## src/rtl/regfile_8x16_wb.sv

```systemverilog
// regfile_8x16_wb
// 8 x 16-bit register bank feeding the downstream 8:1 read muxes.
// Writes pass through a one-entry staging register that is bypassed to both
// read ports, so a read in the cycle after an accepted write already sees the
// new value. A clear request starts an 8-cycle sweep that zeroes one register
// per cycle while the write port is held off.

module regfile_8x16_wb #(
  parameter int WIDTH = 16,
  parameter int NREG  = 8
) (
  input  logic             clk,
  input  logic             rst_n,
  input  logic             wr_valid,
  output logic             wr_ready,
  input  logic [2:0]       wr_addr,
  input  logic [WIDTH-1:0] wr_data,
  input  logic             clr_req,
  output logic             clr_busy,
  input  logic [2:0]       rd_a_sel,
  output logic [WIDTH-1:0] rd_a_data,
  input  logic [2:0]       rd_b_sel,
  output logic [WIDTH-1:0] rd_b_data
);

  typedef enum logic {
    ST_IDLE  = 1'b0,
    ST_CLEAR = 1'b1
  } state_t;

  state_t           r_state;
  state_t           w_state_nxt;
  logic [2:0]       r_cnt;
  logic [2:0]       w_cnt_nxt;
  logic             w_wr_ready;
  logic             w_clr_busy;
  logic             w_wr_accept;

  logic [WIDTH-1:0] r_regs [NREG];

  logic             r_pend_v;
  logic [2:0]       r_pend_addr;
  logic [WIDTH-1:0] r_pend_data;

  logic [WIDTH-1:0] w_rd_a;
  logic [WIDTH-1:0] w_rd_b;

  assign w_wr_accept = wr_valid & w_wr_ready;

  // Sweep controller state and counter registers.
  // NOTE: sequential state uses non-blocking assignments so every flop samples
  // pre-edge values regardless of block ordering.
  always_ff @(posedge clk or negedge rst_n) begin
    if (!rst_n) begin
      r_state <= ST_IDLE;
      r_cnt   <= 3'd0;
    end else begin
      r_state <= w_state_nxt;
      r_cnt   <= w_cnt_nxt;
    end
  end

  // Next-state logic and port handshakes; the sweep exits as cnt wraps 7 -> 0.
  // NOTE: every output of this block gets a default first so no path leaves a
  // signal unassigned, which would otherwise infer a latch.
  always_comb begin
    w_state_nxt = r_state;
    w_cnt_nxt   = r_cnt;
    w_wr_ready  = 1'b1;
    w_clr_busy  = 1'b0;
    unique case (r_state)
      ST_IDLE: begin
        if (clr_req) begin
          w_state_nxt = ST_CLEAR;
          w_cnt_nxt   = 3'd0;
        end
      end
      ST_CLEAR: begin
        w_wr_ready = 1'b0;
        w_clr_busy = 1'b1;
        w_cnt_nxt  = r_cnt + 3'd1;
        if (r_cnt == 3'd7) begin
          w_state_nxt = ST_IDLE;
        end
      end
      default: begin
        w_state_nxt = ST_IDLE;
        w_cnt_nxt   = 3'd0;
      end
    endcase
  end

  // Write staging register: loads on an accepted write, otherwise drains.
  always_ff @(posedge clk or negedge rst_n) begin
    if (!rst_n) begin
      r_pend_v    <= 1'b0;
      r_pend_addr <= 3'd0;
      r_pend_data <= '0;
    end else begin
      r_pend_v <= w_wr_accept;
      if (w_wr_accept) begin
        r_pend_addr <= wr_addr;
        r_pend_data <= wr_data;
      end
    end
  end

  // Register bank: commit the staged entry, then let the sweep overwrite it so
  // the clear wins when both target the same register on the same edge.
  // NOTE: the bank is reset because the reads must return 0 right after reset;
  // this makes it plain flops rather than a RAM macro, which is fine at 8x16.
  always_ff @(posedge clk or negedge rst_n) begin
    if (!rst_n) begin
      for (int i = 0; i < NREG; i++) begin
        r_regs[i] <= '0;
      end
    end else begin
      if (r_pend_v) begin
        r_regs[r_pend_addr] <= r_pend_data;
      end
      if (w_clr_busy) begin
        r_regs[r_cnt] <= '0;
      end
    end
  end

  // Read port A with bypass from the staging register.
  always_comb begin
    w_rd_a = r_regs[rd_a_sel];
    if (r_pend_v && (r_pend_addr == rd_a_sel)) begin
      w_rd_a = r_pend_data;
    end
  end

  // Read port B with bypass from the staging register.
  always_comb begin
    w_rd_b = r_regs[rd_b_sel];
    if (r_pend_v && (r_pend_addr == rd_b_sel)) begin
      w_rd_b = r_pend_data;
    end
  end

  assign wr_ready  = w_wr_ready;
  assign clr_busy  = w_clr_busy;
  assign rd_a_data = w_rd_a;
  assign rd_b_data = w_rd_b;

endmodule

```

## config.mk

```make
export PLATFORM = sky130hd
export DESIGN_NAME = regfile_8x16_wb
export DESIGN_NICKNAME = d
export VERILOG_FILES = /design/src/rtl/regfile_8x16_wb.sv
export SDC_FILE = /design/constraint.sdc
export NUM_CORES = 1
export LEC_CHECK = 0
export CAP_MARGIN = 0
export CORE_ASPECT_RATIO = 1.5
export CORE_MARGIN = 4
export CORE_UTILIZATION = 45
export DETAILED_ROUTE_END_ITERATION = 16
export GPL_TIMING_DRIVEN = 0
export PLACE_DENSITY_LB_ADDON = 0.08
export SLEW_MARGIN = 10
export SYNTH_ARGS = -nofsm -noshare
export SYNTH_HDL_FRONTEND = slang
export SYNTH_SLANG_ARGS = --single-unit
```

## constraint.sdc

```tcl
create_clock -name clk -period 2.3 [get_ports clk]
set_input_delay 0.46 -clock clk [delete_from_list [all_inputs] [get_ports clk]]
set_output_delay 0.46 -clock clk [all_outputs]
set_load 0.005 [all_outputs]
```

Word level (Yosys, flattened, before mapping)
Cells that the tools add are included.
W data, S select, Z words.

storage, ports and cells
  bits in registers = 152
  memory bits (writable) = 0
  output and inout bits = 34
  memory bits (read-only) = 0
  bits of input ports = 29
  bits in latches = 0
  memories = 0
  word-level logic and storage cells = 58

operators by class
  magnitude comparators = 6
  divide/modulo/power cells = 0
  reduce and logical (&&, ||, !) cells = 4
  shifts and indexed selects = 0
  bitwise operators = 8
  eq/ne operators = 4
  $add $sub $neg = 1
  muxes and demuxes = 22
  multiply operators = 0

operators with widths
  cell                   number
  $mux W128              2
  $and A128 B128 Y128    1
  $bwmux W128            1
  $mux W16               8
  $not A128 Y128         1
  $bmux W16 S3           2
  $demux W16 S3          2
  $ge A4 B4 Y1 const B   4
  $not A3 Y4             4
  $lt A4 B1 Y1 const B   2
  $eq A3 B3 Y1           2
  $pmux W3 S2            1
  $logic_and A1 B1 Y1    4
  $mux W1                4
  $add A3 B1 Y3 const B  1
  $eq A3 B3 Y1 const B   1
  $mux W3                1
  $ne A2 B2 Y1 const B   1
  $pmux W1 S2            1
  $and A1 B1 Y1          1
  $not A1 Y1             1

Longest topological paths before layout
  depth after elaboration = 9
  mapped depth = 7
  depth with buffers taken out = 4

Worst setup path before layout
No wires, ideal clock.

  path kind = input to output
  start point = input rd_a_sel[1]
  end point = output rd_a_data[11]
  required time = 1.840 ns
  setup slack = 0.028 ns
  stages on the path = 5
  path buffers = 2
  data arrival time = 1.812 ns
  path through = clkbuf_1 clkbuf_1 mux4_1 mux2_2 mux2_2

between the ends
  cells in the longest elaborated chain, start to end = 5
  elaborated cells on any way between the ends = 7
  classes of those cells = 1 x eq/ne; 4 x mux; 1 x bitwise; 1 x reduce/logical

ends and longest elaborated chain
  item                                          line  RTL
  from (decl)                                   20    input logic [2:0] rd_a_sel,
  $not A3 Y4 (not written as such)              129   w_rd_a = r_regs[rd_a_sel];
  $bmux W16 S3                                  129
  $mux W16 (not written as such) (2 in series)  129
  $mux W16 *                                    130   if (r_pend_v && (r_pend_addr == rd_a_sel)) begin
  to (decl)                                     21    output logic [WIDTH-1:0] rd_a_data,

Mark *: on every way between the ends. The rest lies on a longest branch, timed or not. The select of a mux whose other input is x is not followed.

Worst setup path after layout
  start point = register r_regs[0] in the netlist's numbering
  end point = output rd_b_data[0]

between the ends
  cells in the longest elaborated chain, start to end = 4

ends and longest elaborated chain
  item                                          line  RTL
  from (decl)                                   39    logic [WIDTH-1:0] r_regs [NREG];
  from (signal, indexed assignment)             119   r_regs[r_pend_addr] <= r_pend_data;
  $bmux W16 S3                                  137   w_rd_b = r_regs[rd_b_sel];
  $mux W16 (not written as such) (2 in series)  137
  $mux W16                                      138   if (r_pend_v && (r_pend_addr == rd_b_sel)) begin
  to (decl)                                     23    output logic [WIDTH-1:0] rd_b_data

Every way passes these cells. The select of a mux whose other input is x is not followed.

==> results_dict.tcl <==
set metrics [dict create \
    outcome "finished, violations left" \
    failed_checks "negative setup slack" \
    clock_skew_ps 11.3 \
    cts_made_buffers 17 \
    hp-class "flop to flop" \
    syn_avg_cell_area_um2 10.9 \
    cts_tree "yes" \
    cp_num_cells 5 \
    gp_congestion 0.848 \
    fillers 1667 \
    pre_cts_ws_ps -1040 \
    grt_pass1_vias 7395 \
    crit_slowest_cell "mux4_2" \
    setup_violations 32 \
    worstRegToRegCells 6 \
    die_h_um 180 \
    antenna_found_initial 0 \
    synth_edf_count 0 \
    p_total_w 0.0123 \
    clockPowerShare_pct 24.5 \
    num_rows 62 \
    sequentialPowerShare_pct 34.9 \
    ios 63 \
    p_sw_w 0.00441 \
    reg2reg_to "r_regs[90]" \
    via_per_inst 5.90 \
    p_comb_share_pct 40.6 \
    synth_top_area_share_pct 42.8 \
    powerDensity_nw_per_um2 1110 \
    max_slew_margin_pct 48.6 \
    drt_first_pass_iters 5 \
    path_delay_family "multiplexers" \
    max_freq_mhz 386 \
    slew_viol_final 0 \
    grt.total_usage_pct 26.5 \
    clk_pin_slew_ps 60 \
    r2r_start "r_pend_addr[1]" \
    hold_viol_final 0 \
    wirelength_um 28600 \
    synth_area_leader_cell "dfrtp_1" \
    cp.required_ps 1840 \
    p_leak_nw 4.89 \
    async_flop_share_pct 100 \
    path_cells "buf_6 -> mux4_2 -> mux2_4 -> mux2_4 -> buf_6" \
    num_vias 7160 \
    fin_crit_ps 2590 \
    critPathMaxFanout 2 \
    setup_tns_ps -6330 \
    critPathMaxStageDelay_ps 510 \
    dpl.hpwl_um 19200 \
    synth_area_leaders "dfrtp_1 43%, mux4_1 19%, nand2_1 11%, mux2_2 8.9%, a21oi_1 7.3%" \
    syn_nets 847 \
    grt_overflow 0 \
    tightest_slew_ps 768 \
    end_kind "output port" \
    n_antenna_cell 0 \
    drtIter0Drc 629 \
    drv_cap 0 \
    rsz0062_at_grt "true" \
    power.internal_w 0.00793 \
    yosysUniqueCellTypes 28 \
    fin_ws_ps -288 \
    r2r_setup_slack_ps 120 \
    area_growth_pct 25.3 \
    portBuffers 56 \
    cts-htree-levels 4 \
    clk_latency_ps 430 \
    critical_path_arrival_ps 2130 \
    fin_nets 976 \
    cp-endpoint "rd_b_data[0]" \
    mostFrequentLayoutCells "264 x nand2_1, 149 x dfrtp_1, 129 x a21oi_1" \
    post-route-period-util_pct 113 \
    crit_buf_inv 2 \
    irDropWorstVdd_mv 0.731 \
    cts_sinks 152 \
    grt_max_degree 102 \
    synth_seq_cells 152 \
    crit_type "flop to output port" \
    synth_flop_cell "dfrtp_1" \
    final_antenna_net_count 0 \
    wl_per_cell_um 23.5 \
    swShare_pct 35.7 \
    startpoint "r_regs[0]" \
    drc 0 \
    final_common_cell "nand2_1" \
    seq_area_frac_synth_pct 42.8 \
    start_util_pct 46.0 \
    syn_area_um2 8890 \
    startpoint_type "flop" \
    die-area_um2 22100 \
    die_w_um 123 \
    fp.coreArea_um2 19300 \
    root_buffer "clkbuf_16" \
    drive_above_1_share_pct 31.4 \
    yosysWarnings 0 \
    synthCells 816 \
    grt_pass1_wl_um 43700 \
    cts.path.max_buffers 2 \
]
## power by group through the flow
stage / Sequential, W / Combinational, W / Clock (W)
2_1_floorplan: 0.00397 / 0.00284 / 0
4_1_cts: 0.00424 / 0.00493 / 0.00306
3_3_place_gp: 0.00412 / 0.00428 / 0
3_5_place_dp: 0.00420 / 0.00439 / 0
6_report: 0.00430 / 0.00501 / 0.00302
5_1_grt: 0.00440 / 0.00535 / 0.00318
## registers in the layout (all words and copies together) (netlist names)
signal	count
r_state	1
r_pend_addr	3
r_pend_data	16
r_cnt	3
r_pend_v	1
r_regs	128
## through the flow
| step | std cells | util [%] | instance area (um2) | hold WS [ps] |
|---|---|---|---|---|
| floorplan | 816 | - | 8890 | 164 |
| global placement | 1128 | 50.6 | 9770 | 491 |
| detailed placement | 1129 | 50.8 | 9810 | 406 |
| CTS | 1205 | 57.2 | 11000 | 511 |
| global route | 1214 | 57.7 | 11100 | 520 |
| finish | 1214 | 57.7 | 11100 | 507 |
## worst register-to-register path, stage by stage, from the launching register on
cell and delay (ps):
dfrtp_2 510, buf_4 200, nand4bb_1 90, clkbuf_1 370
clkbuf_1 540, nand2_1 170, a21oi_1 230
## metal layers
| metal | global-route usage, % | up-vias | routed length [um] |
|---|---|---|---|
| li1 | - | 3121 | - |
| met5 | 0 | - | 0 |
| met3 | 4.33 | 75 | 1530 |
| met2 | 46.0 | 297 | 15000 |
| met4 | 11.6 | 0 | 1330 |
| met1 | 31.8 | 3667 | 10700 |
## cells by family (layout without fill, tap and decap cells)
group / count (synthesis) / in the layout / synth area share [%]
fa+ha+maj: 2 / 2 / 0.281
buf+inv: 83 / 225 / 5.15
compound gates: 131 / 131 / 7.37
simple gates: 295 / 295 / 13.9
mux: 147 / 147 / 30.0
xor+xnor: 6 / 6 / 0.591
flops: 152 / 152 / 42.8
## worst min-delay path by stage
stage / endpoint / depth (start not counted) / from
after floorplan: r_cnt[0] / 0 / rst_n
after global placement: r_pend_data[1] / 1 / r_pend_data[1]
after detailed placement: r_pend_data[10] / 1 / rst_n
after CTS: r_pend_data[1] / 1 / r_pend_data[1]
after global routing: r_pend_data[1] / 1 / r_pend_data[1]
final: r_pend_data[15] / 1 / r_pend_data[15]
## cells in the mapped netlist, types with 2 or more instances
cell type / count
mux2_4: 13
clkbuf_1: 50
buf_1: 2
buf_6: 17
ha_1: 2
nor3_1: 2
buf_2: 10
nand2b_1: 3
mux2_2: 70
a21oi_1: 129
nand4b_1: 3
nand2_1: 264
nand4bb_1: 3
dfrtp_1: 152
and4b_1: 3
nor4bb_1: 3
xnor2_1: 6
nor2_1: 7
clkbuf_2: 2
nand4_1: 3
mux4_1: 64
o21ai_0: 2
## area by class of cell
class / count / area, um2 / area share (%)
multi-input cells: 581 / 4630 / 41.6
clock buffers: 19 / 443 / 3.98
flip-flops and latches: 152 / 3810 / 34.2
repair buffers: 115 / 1190 / 10.7
well taps: 256 / 320 / 2.88
inverters: 1 / 3.75 / 0.0337
clock inverters: 13 / 193 / 1.73
plain buffers: 77 / 549 / 4.93
## timing repair
item,4_1_cts,5_1_grt
cloned,2,0
pin swaps,2,0
hold buffers,1,0
buffers inserted,45,10
resized for setup,328,9
hold endpoints to repair,51,0
setup endpoints to repair,32,49
Note: power is estimated with default switching activity, not from simulation.
